**src/rtl/pipe_ctrl.sv**
```systemverilog
// pipe_ctrl -- pipeline sequencing controller for the 5-stage core.
//
// Merges ID/EX stall requests into the per-stage stall vector. Runs the
// exception/ERET redirect: one registered flush cycle carrying new_pc, then
// a guard window in which further exceptions are ignored. Also watches the
// length of PC stalls and raises a sticky timeout flag.
//
// Ports
//   clk              core clock, all state on posedge
//   rst              synchronous reset, active-low
//   stallreq_from_id stall request from ID
//   stallreq_from_ex stall request from EX (multi-cycle op)
//   excepttype_i     exception code from MEM, 0 = none
//   cp0_epc_i        current CP0 EPC (ERET target)
//   stall[5:0]       per-stage stall, bit0 = PC ... bit5 = WB
//   flush            registered pipeline flush / new_pc load strobe
//   new_pc[31:0]     registered redirect target, valid while flush==1
//   stall_timeout    sticky flag, stall[0] held for STALL_TIMEOUT cycles
module pipe_ctrl #(
  parameter logic [31:0] EXC_VECTOR    = 32'h0000_0020,
  parameter logic [31:0] ERET_CODE     = 32'h0000_000e,
  parameter int unsigned FLUSH_GAP     = 2,
  parameter logic [15:0] STALL_TIMEOUT = 16'd1000
) (
  input  logic        clk,
  input  logic        rst,
  input  logic        stallreq_from_id,
  input  logic        stallreq_from_ex,
  input  logic [31:0] excepttype_i,
  input  logic [31:0] cp0_epc_i,
  output logic [5:0]  stall,
  output logic        flush,
  output logic [31:0] new_pc,
  output logic        stall_timeout
);

  localparam int unsigned GAP_W = (FLUSH_GAP > 1) ? $clog2(FLUSH_GAP) : 1;
  localparam logic [GAP_W-1:0] GAP_LOAD = (FLUSH_GAP > 0) ? GAP_W'(FLUSH_GAP - 1) : '0;
  localparam logic [15:0] TIMEOUT_LAST = STALL_TIMEOUT - 16'd1;

  typedef enum logic [1:0] {RUN, FLUSH, GAP} state_t;

  state_t           state_reg, state_next;
  logic [GAP_W-1:0] gap_cnt_reg, gap_cnt_next;
  logic [31:0]      new_pc_reg, new_pc_next;
  logic             flush_reg;
  logic [15:0]      stall_cnt_reg;
  logic             stall_timeout_reg;
  logic             exc_take;     // exception accepted this cycle
  logic             stall_kill;   // redirect in progress: nothing may stall
  logic [2:0]       stall_depth;  // number of low-order stages held

  // Next-state / redirect target
  always_comb begin
    state_next   = state_reg;
    gap_cnt_next = gap_cnt_reg;
    new_pc_next  = new_pc_reg;
    exc_take     = 1'b0;
    case (state_reg)
      RUN: begin
        if (excepttype_i != 32'd0) begin
          exc_take    = 1'b1;
          state_next  = FLUSH;
          new_pc_next = (excepttype_i == ERET_CODE) ? cp0_epc_i : EXC_VECTOR;
        end
      end
      FLUSH: begin
        if (FLUSH_GAP > 0) begin
          state_next   = GAP;
          gap_cnt_next = GAP_LOAD;
        end else begin
          state_next = RUN;
        end
      end
      GAP: begin
        // Exceptions arriving here are deliberately dropped.
        if (gap_cnt_reg == '0) state_next = RUN;
        else                   gap_cnt_next = gap_cnt_reg - 1'b1;
      end
      default: state_next = RUN;
    endcase
  end

  always_ff @(posedge clk) begin
    if (!rst) begin
      state_reg   <= RUN;
      gap_cnt_reg <= '0;
      new_pc_reg  <= 32'd0;
      flush_reg   <= 1'b0;
    end else begin
      state_reg   <= state_next;
      gap_cnt_reg <= gap_cnt_next;
      new_pc_reg  <= new_pc_next;
      flush_reg   <= (state_next == FLUSH);
    end
  end

  // Stall encoding: a pending or active redirect overrides every request,
  // EX holds PC..EX (4 stages), ID holds PC..ID (3 stages).
  always_comb begin
    stall_kill  = !rst || exc_take || (state_reg == FLUSH);
    stall_depth = 3'd0;
    if (!stall_kill) begin
      if (stallreq_from_ex)      stall_depth = 3'd4;
      else if (stallreq_from_id) stall_depth = 3'd3;
    end
  end

  generate
    for (genvar gi = 0; gi < 6; gi++) begin : g_stall
      assign stall[gi] = (3'(gi) < stall_depth);
    end
  endgenerate

  // Stall-length monitor. The flag sets on the edge that ends the
  // STALL_TIMEOUT-th consecutive stalled cycle; the counter saturates.
  always_ff @(posedge clk) begin
    if (!rst) begin
      stall_cnt_reg     <= 16'd0;
      stall_timeout_reg <= 1'b0;
    end else if (stall[0]) begin
      if (stall_cnt_reg != 16'hFFFF) stall_cnt_reg <= stall_cnt_reg + 16'd1;
      if (stall_cnt_reg >= TIMEOUT_LAST) stall_timeout_reg <= 1'b1;
    end else begin
      stall_cnt_reg <= 16'd0;
    end
  end

  assign flush         = flush_reg;
  assign new_pc        = new_pc_reg;
  assign stall_timeout = stall_timeout_reg;

endmodule

```
**config.mk**
```make
export PLATFORM = sky130hd
export DESIGN_NAME = pipe_ctrl
export DESIGN_NICKNAME = d
export VERILOG_FILES = /design/src/rtl/pipe_ctrl.sv
export SDC_FILE = /design/constraint.sdc
export NUM_CORES = 1
export LEC_CHECK = 0
export ABC_AREA = 1
export CAP_MARGIN = 20
export CORE_MARGIN = 5
export CORE_UTILIZATION = 45
export DETAILED_ROUTE_END_ITERATION = 10
export GPL_ROUTABILITY_DRIVEN = 0
export PLACE_DENSITY = 0.85
export SYNTH_ARGS = -nofsm -noshare
export SYNTH_HDL_FRONTEND = slang
export SYNTH_SLANG_ARGS = --single-unit
```
**constraint.sdc**
```tcl
create_clock -name clk -period 5.5 [get_ports clk]
set_input_delay 1.1 -clock clk [delete_from_list [all_inputs] [get_ports clk]]
set_output_delay 1.1 -clock clk [all_outputs]
set_load 0.02 [all_outputs]
```
==> impl_metrics.yaml <==
clocking:
  root_buffer: "clkbuf_8"
  insertion_delay_ps: 310
  h-tree-depth: 2
  cts_tree: "built"
  cts.sinks: 53
  cts_resized: 0
  cts_made_buffers: 5
  cts_buffer_depth: 2
  clk_pin_slew_ps: 90
  hold_buffers: 0
  cts_setup_buffers: 0
timing:
  clock_skew_ps: 3.27
  grt_setup_unrepaired: "false"
  slew_viol_final: 0
  fin_crit_sh: 0.815
  period_minus_slack_ps: 4480
  hold_viol: 0
  finalSetupViolCount: 0
  max_freq_mhz: 223
  tns_ps: 0
global_route:
  grt_usage: 0.197
  antenna_found_initial: 0
  grt_pass1_wl_mm: 10.5
  grt_max_degree: 35
  grt_pass1_vias: 2478
  grt-ovfl-total: 0
synth:
  yosysWarnings: 0
  synth_seq_cells: 53
  synthFlopType: "dfxtp_1"
  synth_cell_types: 26
  synth.top_cell.area_share: 0.446
  synth_top_area_cell: "dfxtp_1"
  avgSynthCellArea_um2: 7.06
  postSynthCellCount: 337
  synthArstFlopShare: 0
  synth_area_um2: 2380
  yosys-top-cells-area: "dfxtp_1 45%, nand2_1 15%, nor2_1 8.5%"
  synth_edf_count: 0
  ys_seq_area_frac: 0.446
power:
  power_leakage_nw: 1.26
  p_per_area_nw_per_um2: 239
  ir_drop_mv: 0.156
  finalPower_uw: 852
finish:
  diodes: 0
  layout-drive-gt1-share: 0.0364
  finalNetCount: 512
  finalNonFillerCells: 510
  largest_register_ffs: 32
  syn_to_final_growth_pct: 50.2
  num-fill-cells: 440
  fin_util: 0.700
drt:
  drt_iter0_drc: 123
  drt-total-wl_mm: 6.37
  firstDrtPassIters: 4
  route.met3.wl_um: 619
  ant_nets: 0
  drc: 0
  via_per_inst: 4.80
  wl_met2_mm: 3.18
  post_drt_wl_per_cell_um: 12.5
  drt-met1-wl_mm: 2.51
  dr.max_layer_used: "met4"
  vias: 2450
worst_setup_path:
  crit_chain: "clkdlybuf4s50_1 -> nor2_1 -> nand2_1 -> nor2_1 -> nand2_1 -> o21ai_4 -> buf_4 -> inv_1 -> nor4_1 -> clkdlybuf4s50_1"
  critPathTopFamily: "buffers and inverters"
  critPathMaxStageDelay_ps: 650
  critPathRequiredTime_ps: 4400
  path_buf_inv: 4
  critPathKind: "input port to output port"
  cp-start-kind: "input port"
  slowest_stage: "clkdlybuf4s50_1"
  end_kind: "output port"
  cp_max_fo: 34
  arrival_ps: 3380
min_path:
  holdCritPathClass: "flip-flop to flip-flop"
placed_design:
  io_buffer_count: 105
  dp_hpwl_mm: 4.97
  place_inst: 501
floorplan:
  die_x_um: 82.7
  die_y_um: 82.7
  die-area_um2: 6840
  rows: 26
  initial_core_util: 0.466
  pin_count: 108
  core-area_um2: 5110
status:
  status: "completed"
job:
  drv_cap: 0
==> routing by layer <==
layer  vias to the layer above  GRT usage
li1                       1263          -
met1                      1109      0.219
met2                        72      0.339
met3                         6     0.0933
met4                         0     0.0441
met5                         -          0
==> final timing paths <==
path | start | endpoint | slack [ps] | cells after the start
worst max-delay path | excepttype_i[29] | stall[3] | 1020 | 10
worst min-delay path | new_pc[27] | new_pc[27] | 470 | 2
worst max register to register | state_reg[0] | new_pc[16] | 3550 | 8
worst min register to register | new_pc[27] | new_pc[27] | 470 | 2
==> layout by cell type (no fill, tap or decap), types with 2 or more instances in the layout <==
master           synthesis  final
nor3_1                   8      8
o21ai_0                  6      6
xor2_1                   8      8
nand2_1                 98     98
nand3_1                  8      8
buf_4                    4      2
nor2_2                   2      3
inv_1                   24     24
conb_1                   1      2
a21oi_1                 40     40
ha_1                     5      5
nor2_1                  54     53
xnor2_1                  2      2
clkbuf_8                 0      5
dfxtp_1                 53     53
nand4_1                  5      5
clkdlybuf4s50_1          0    105
clkbuf_1                 3      2
==> per-stage QoR <==
step / instance area, um2 / setup slack (ps) / hold slack, ps
floorplan: 2380 / 2020 / 461
global placement: 3460 / 1050 / 451
detailed placement: 3460 / 987 / 459
CTS: 3550 / 992 / 472
global route: 3570 / 773 / 484
finish: 3570 / 1020 / 470
==> report_power, final <==
part | internal (mW) | total (mW) | switching (mW)
sequential | 0.401 | 0.413 | 0.0124
combinational | 0.0990 | 0.226 | 0.127
clock | 0.0903 | 0.213 | 0.123
total | 0.590 | 0.852 | 0.262
==> synthesized netlist by cell type, drive strengths merged (2+ instances only) <==
cell type  instances
buf               11
nand3              9
xor2               8
inv               24
nor3               9
nor2              56
nand2             98
dfxtp             53
a21oi             40
xnor2              2
nand4              5
clkbuf             3
o21ai              7
ha                 5
==> area by class of cell <==
class,count,area (um2),share of cell area
Inverter,25,93.8,0.0263
Clock buffer,7,76.3,0.0214
Multi-Input combinational cell,246,1150,0.323
Clock inverter,1,7.51,0.00210
Tap cell,70,87.6,0.0245
Sequential cell,53,1060,0.297
Timing Repair Buffer,108,1090,0.306
==> worst register-to-register path, cell delays in order, from the launching register on <==
cell,delay [ps]
dfxtp_1,350
inv_1,150
ha_1,240
o21ai_4,90
buf_4,250
nor2_2,390
buf_16,210
nand2_1,90
a21oi_1,120
==> cells by family after synthesis <==
family / synth area share
flip-flops: 0.446
XOR/XNOR: 0.0368
buffers and inverters: 0.0715
adder cells (fa/ha/maj): 0.0263
AO/OA/AOI/OAI: 0.104
AND/OR/NAND/NOR: 0.314
other: 0.00158
(Power assumes the default switching activity.)
